`src/rtl/bmp_stream_reader.sv`:
```
// rtl/bmp_stream_reader.sv - streams a 24-bit image from RAM as a BMP byte stream (54-byte header + pixels).
// Optional BMP_STREAM_PREFETCH_EN overlaps the next pixel read with the current pixel's bytes.
module bmp_stream_reader #(
    parameter int WIDTH  = 256,
    parameter int HEIGHT = 256,
    parameter int ADDR_W = 16,
    parameter int PPM    = 0
) (
    input  logic              clk,
    input  logic              rst,
    input  logic              start,
    input  logic [23:0]       RAM_Q,
    output logic [ADDR_W-1:0] RAM_A,
    output logic              RAM_OE,
    output logic [7:0]        byte_data,
    output logic              byte_valid,
    input  logic              byte_ready,
    output logic              byte_last,
    output logic              busy
);

    localparam logic [31:0]       IMG_SIZE  = 32'(3 * WIDTH * HEIGHT);
    localparam logic [31:0]       FILE_SIZE = 32'd54 + IMG_SIZE;
    localparam logic [ADDR_W-1:0] LAST_ADDR = ADDR_W'(WIDTH * HEIGHT - 1);

    typedef enum logic [2:0] {
        S_IDLE,
        S_HEADER,
        S_FETCH,
        S_WAIT,
        S_SEND
    } state_t;

    state_t            state, state_nx;
    logic [5:0]        hdr_idx;
    logic [ADDR_W-1:0] pix_addr;
    logic [1:0]        sub;
    logic [23:0]       pix_reg;
    logic [31:0]       hdr_field;
    logic [1:0]        hdr_bo;
    logic [7:0]        hdr_byte;
    logic              accept;
    logic              at_last;
    logic              pix_done;

`ifdef BMP_STREAM_PREFETCH_EN
    logic [23:0]       pf_reg;
    logic              pf_issued;
    logic              rd_pend;
    logic              pf_fetch;
`endif

    assign accept   = byte_valid && byte_ready;
    assign at_last  = (pix_addr == LAST_ADDR);
    assign pix_done = (state == S_SEND) && accept && (sub == 2'd2);

`ifdef BMP_STREAM_PREFETCH_EN
    assign pf_fetch = (state == S_SEND) && (sub == 2'd1) && !pf_issued && !at_last;
`endif

    // Every header field starts at an offset congruent to 2 mod 4, so (idx-2) picks the byte lane.
    assign hdr_bo = 2'(hdr_idx - 6'd2);

    always_comb begin
        hdr_field = 32'd0;
        if (hdr_idx < 6'd2)
            hdr_field = 32'h4D42_0000;
        else if (hdr_idx < 6'd6)
            hdr_field = FILE_SIZE;
        else if (hdr_idx < 6'd10)
            hdr_field = 32'd0;
        else if (hdr_idx < 6'd14)
            hdr_field = 32'd54;
        else if (hdr_idx < 6'd18)
            hdr_field = 32'd40;
        else if (hdr_idx < 6'd22)
            hdr_field = 32'(WIDTH);
        else if (hdr_idx < 6'd26)
            hdr_field = 32'(HEIGHT);
        else if (hdr_idx < 6'd30)
            hdr_field = {16'd24, 16'd1};
        else if (hdr_idx < 6'd34)
            hdr_field = 32'd0;
        else if (hdr_idx < 6'd38)
            hdr_field = IMG_SIZE;
        else if (hdr_idx < 6'd46)
            hdr_field = 32'(PPM);
        hdr_byte = hdr_field[{hdr_bo, 3'b000} +: 8];
    end

    always_ff @(posedge clk or negedge rst) begin
        if (!rst)
            state <= S_IDLE;
        else
            state <= state_nx;
    end

    always_comb begin
        state_nx   = state;
        byte_valid = 1'b0;
        byte_data  = 8'd0;
        byte_last  = 1'b0;
        RAM_OE     = 1'b0;
        RAM_A      = '0;
        busy       = (state != S_IDLE);
        case (state)
            S_IDLE: begin
                if (start)
                    state_nx = S_HEADER;
            end
            S_HEADER: begin
                byte_valid = 1'b1;
                byte_data  = hdr_byte;
                if (accept && hdr_idx == 6'd53)
                    state_nx = S_FETCH;
            end
            S_FETCH: begin
                RAM_OE   = 1'b1;
                RAM_A    = pix_addr;
                state_nx = S_WAIT;
            end
            S_WAIT: begin
                state_nx = S_SEND;
            end
            S_SEND: begin
                byte_valid = 1'b1;
                case (sub)
                    2'd0:    byte_data = pix_reg[23:16];
                    2'd1:    byte_data = pix_reg[15:8];
                    default: byte_data = pix_reg[7:0];
                endcase
                byte_last = (sub == 2'd2) && at_last;
`ifdef BMP_STREAM_PREFETCH_EN
                if (pf_fetch) begin
                    RAM_OE = 1'b1;
                    RAM_A  = pix_addr + ADDR_W'(1);
                end
                if (pix_done)
                    state_nx = at_last ? S_IDLE : S_SEND;
`else
                if (pix_done)
                    state_nx = at_last ? S_IDLE : S_FETCH;
`endif
            end
            default: state_nx = S_IDLE;
        endcase
    end

    always_ff @(posedge clk or negedge rst) begin
        if (!rst) begin
            hdr_idx  <= 6'd0;
            pix_addr <= '0;
            sub      <= 2'd0;
            pix_reg  <= 24'd0;
        end else begin
            case (state)
                S_IDLE: begin
                    if (start) begin
                        hdr_idx  <= 6'd0;
                        pix_addr <= '0;
                    end
                end
                S_HEADER: begin
                    if (accept)
                        hdr_idx <= hdr_idx + 6'd1;
                end
                S_WAIT: begin
                    pix_reg <= RAM_Q;
                    sub     <= 2'd0;
                end
                S_SEND: begin
                    if (accept) begin
                        if (sub == 2'd2) begin
                            sub <= 2'd0;
                            if (!at_last) begin
                                pix_addr <= pix_addr + ADDR_W'(1);
`ifdef BMP_STREAM_PREFETCH_EN
                                // Read data may be landing on this very edge; bypass the prefetch register.
                                pix_reg  <= rd_pend ? RAM_Q : pf_reg;
`endif
                            end
                        end else begin
                            sub <= sub + 2'd1;
                        end
                    end
                end
                default: ;
            endcase
        end
    end

`ifdef BMP_STREAM_PREFETCH_EN
    always_ff @(posedge clk or negedge rst) begin
        if (!rst) begin
            pf_reg    <= 24'd0;
            pf_issued <= 1'b0;
            rd_pend   <= 1'b0;
        end else begin
            rd_pend <= pf_fetch;
            if (rd_pend)
                pf_reg <= RAM_Q;
            if (pf_fetch)
                pf_issued <= 1'b1;
            else if (pix_done || state != S_SEND)
                pf_issued <= 1'b0;
        end
    end
`endif

endmodule

```
`config.mk`:
```
export PLATFORM = sky130hd
export DESIGN_NAME = bmp_stream_reader
export DESIGN_NICKNAME = d
export VERILOG_FILES = /design/src/rtl/bmp_stream_reader.sv
export SDC_FILE = /design/constraint.sdc
export NUM_CORES = 1
export LEC_CHECK = 0
export BUFFER_PORTS_ARGS = -buffer_cell sky130_fd_sc_hd__buf_4
export CORE_MARGIN = 5
export CORE_UTILIZATION = 60
export DETAILED_ROUTE_END_ITERATION = 10
export HOLD_SLACK_MARGIN = 0.15
export PLACE_DENSITY = 0.86
export SLEW_MARGIN = 20
export SYNTH_ARGS = -nofsm -noshare
export SYNTH_HDL_FRONTEND = slang
export SYNTH_SLANG_ARGS = --single-unit
```
`constraint.sdc`:
```
create_clock -name clk -period 3.4 [get_ports clk]
set_clock_uncertainty 0.1 [all_clocks]
set_input_delay 0.68 -clock clk [delete_from_list [all_inputs] [get_ports clk]]
set_output_delay 0.68 -clock clk [all_outputs]
set_load 0.1 [all_outputs]
```
==> metrics.cfg <==
[critical_path]
crit_path_max_incr_delay_ps=550
worstPathBufferInverterCount=2
crit_path_start_kind=flip-flop
cp_top_family=flip-flops
crit_arrival_ps=2100
crit_path_top_delay_cell=dfrtp_1
path_max_fanout=6
critPathRequiredTime_ps=2620
critical_path_start_end_classification=flip-flop to output port
setup.worst_path.end_class=output port
critical_path.cell_chain=inv_1, nor3_1, o21ai_0, o22ai_1, buf_4

[global_routing]
grt.total_usage=0.217
grt_start_max_net_pins=52
gr-total-overflow=0
grt_pass1_vias=2296
grt_pass1_wl_mm=10.9
antenna_found_initial=0

[routing]
wl_mm=6.28
detail_route.drc_violations=0
first_pass_iters=4
dr_total_vias=2346
final_antenna_net_count=0
drtIter0Drc=148
detail_route.wl_per_cell_um=15.4
vias_per_cell=5.75

[clock_network]
clock_tree_root=clkbuf_8
post_cts_resize_count=0
clock_sink_count=51
insertion_delay_ps=300
cts_setup_buffers=0
max-clock-path-buffers=2
numCtsBuffers=5
cts.clk_slew.worst_paths_ps=90
cts_hold_repair.buffers=0
cts_htree_levels=2
cts_tree=built

[synthesis]
synth_nets=328
ys.flop_type=dfrtp_1
synthesis.area_per_instance_um2=9.85
number_of_enable_flip_flop_cells_after_synthesis=0
async_flop_share=1.00
netlist_area_um2=2930
ys_types=43
syn-instance-count=297
seq_area_frac_synth=0.436
ys.warnings.count=0
synth_seq_cells=51

[final_layout]
final_nets=371
filler_cell_count=358
drive_above_1_share=0.284
layoutNonFillerInstCount=408
n_antenna_cell=0
layout-area-overhead-vs-synth_pct=17.5
largest_register_ff_count=24
utilization=0.728

[place]
post_detail_place_hpwl_mm=4.60
dp_cells=400
globalplace.congestion=0.916
numPortBuffers=55
detailedPlace.worstSlack_ps=898

[sta]
period_share=0.846
hold_viol_final=0
period_minus_slack_ps=2880
maxSlewViolCount=0
timing.fmax_mhz=348
report.final.setup_viol=0
worst_slew_pin_slew_ps=755
layout_setup_ws_ps=524
setup_repair_after_global_routing_missed_its_margin=no
max_slew_margin=0.493
totalNegativeSetupSlack_ps=0
final_hold_slack_ps=276

[run_status]
run_status=finished, final reports clean

[worst_hold_path]
hold_class=input port to asynchronous set/reset pin

[power_and_ir_drop]
leakage_dissipation_nw=1.52
vdd_drop_max_mv=0.671
cellPowerDensity_nw_per_um2=703

[floorplanning]
effective_utilization_at_floorplan=0.619
floorplan.core_area_um2=4720
fp-row-count=25
die_h_um=79.8
die-width_um=79.8
die_outline_area_um2=6370
pin_count=56

[flow_run]
max_cap_viol_count=0

cell usage after synthesis (4+ instances only):
cell | count | area share
or3_1 | 4 | 0.0086
a21oi_1 | 16 | 0.027
nand3_1 | 12 | 0.021
nand4_1 | 8 | 0.017
and2_1 | 17 | 0.036
o21ai_0 | 9 | 0.015
nor2_1 | 32 | 0.041
xnor2_1 | 15 | 0.045
mux2_2 | 25 | 0.096
mux2i_1 | 9 | 0.031
and3_1 | 5 | 0.011
inv_1 | 4 | 0.0051
nor4_1 | 5 | 0.011
clkbuf_1 | 15 | 0.019
dfrtp_1 | 51 | 0.44
nand2_1 | 14 | 0.018
o22ai_1 | 6 | 0.013
nor3_1 | 9 | 0.015
kinds of logic (layout without fill, tap and decap cells):
family | after synthesis | count (layout) | share of synthesized area
simple gates | 128 | 128 | 0.249
buf+inv | 24 | 68 | 0.0359
mux | 34 | 34 | 0.127
flops | 51 | 51 | 0.436
fa+ha+maj | 3 | 3 | 0.0128
xor+xnor | 16 | 16 | 0.0479
compound gates | 41 | 41 | 0.0915
path summary, 6_finish.rpt:
| kind | end | cells after the start | startpoint | slack (ps) |
|---|---|---|---|---|
| min reg2reg | pix_reg[16]$_DFFE_PN0P_ | 1 | pix_reg[16]$_DFFE_PN0P_ | 410 |
| max | byte_data[4] | 5 | state[0]$_DFFE_PN0P_ | 520 |
| min in group clk | pix_reg[16]$_DFFE_PN0P_ | 1 | pix_reg[16]$_DFFE_PN0P_ | 410 |
| min | pix_addr[9]$_DFFE_PN0P_ | 1 | rst | 280 |
| max reg2reg | pix_addr[8]$_DFFE_PN0P_ | 5 | sub[1]$_DFFE_PN0P_ | 1180 |
| max in group asynchronous | pix_reg[21]$_DFFE_PN0P_ | 1 | rst | 2460 |
cells in the final DEF, fill, tap and decap left out, types with 8 or more instances in the layout:
master   synthesis  final
nor2_1          32     32
dfrtp_1         51     51
a21oi_1         16     16
mux2i_1          9      9
o21ai_0          9      8
nand2_1         14     14
nor3_1           9      9
buf_4            1     56
mux2_2          25     25
nand3_1         12     11
and2_1          17     17
xnor2_1         15     15
nand4_1          8      8
routing by layer:
metal,share of wire,vias up,GRT usage,routed length (µm)
met5,0,-,0,0
met4,0.026,0,0.0861,163
met3,0.047,16,0.0429,292
met2,0.49,67,0.350,3100
met1,0.43,1119,0.288,2720
li1,-,1144,-,-
stage by stage:
stage | cell area, µm² | total power, mW
6_report | 3440 | 2.42
5_1_grt | 3440 | 2.57
3_5_place_dp | 3350 | 2.09
3_3_place_gp | 3350 | 2.06
2_1_floorplan | 2940 | 1.84
4_1_cts | 3430 | 2.43
cell type report:
cell class / instances / area (µm²) / share of cell area
clock buffers: 7 / 76.3 / 0.0222
clock inverters: 1 / 5.00 / 0.00146
inverters: 4 / 15.0 / 0.00437
multi-input cells: 222 / 1560 / 0.454
flip-flops and latches: 51 / 1280 / 0.371
well taps: 67 / 83.8 / 0.0244
repair buffers: 56 / 420 / 0.122
report_power, final:
part / switching [mW] / leakage (nW) / internal (mW)
clock: 0.192 / 0.0422 / 0.145
sequential: 0.193 / 0.644 / 0.719
combinational: 0.809 / 0.833 / 0.360
(Power assumes the default switching activity.)
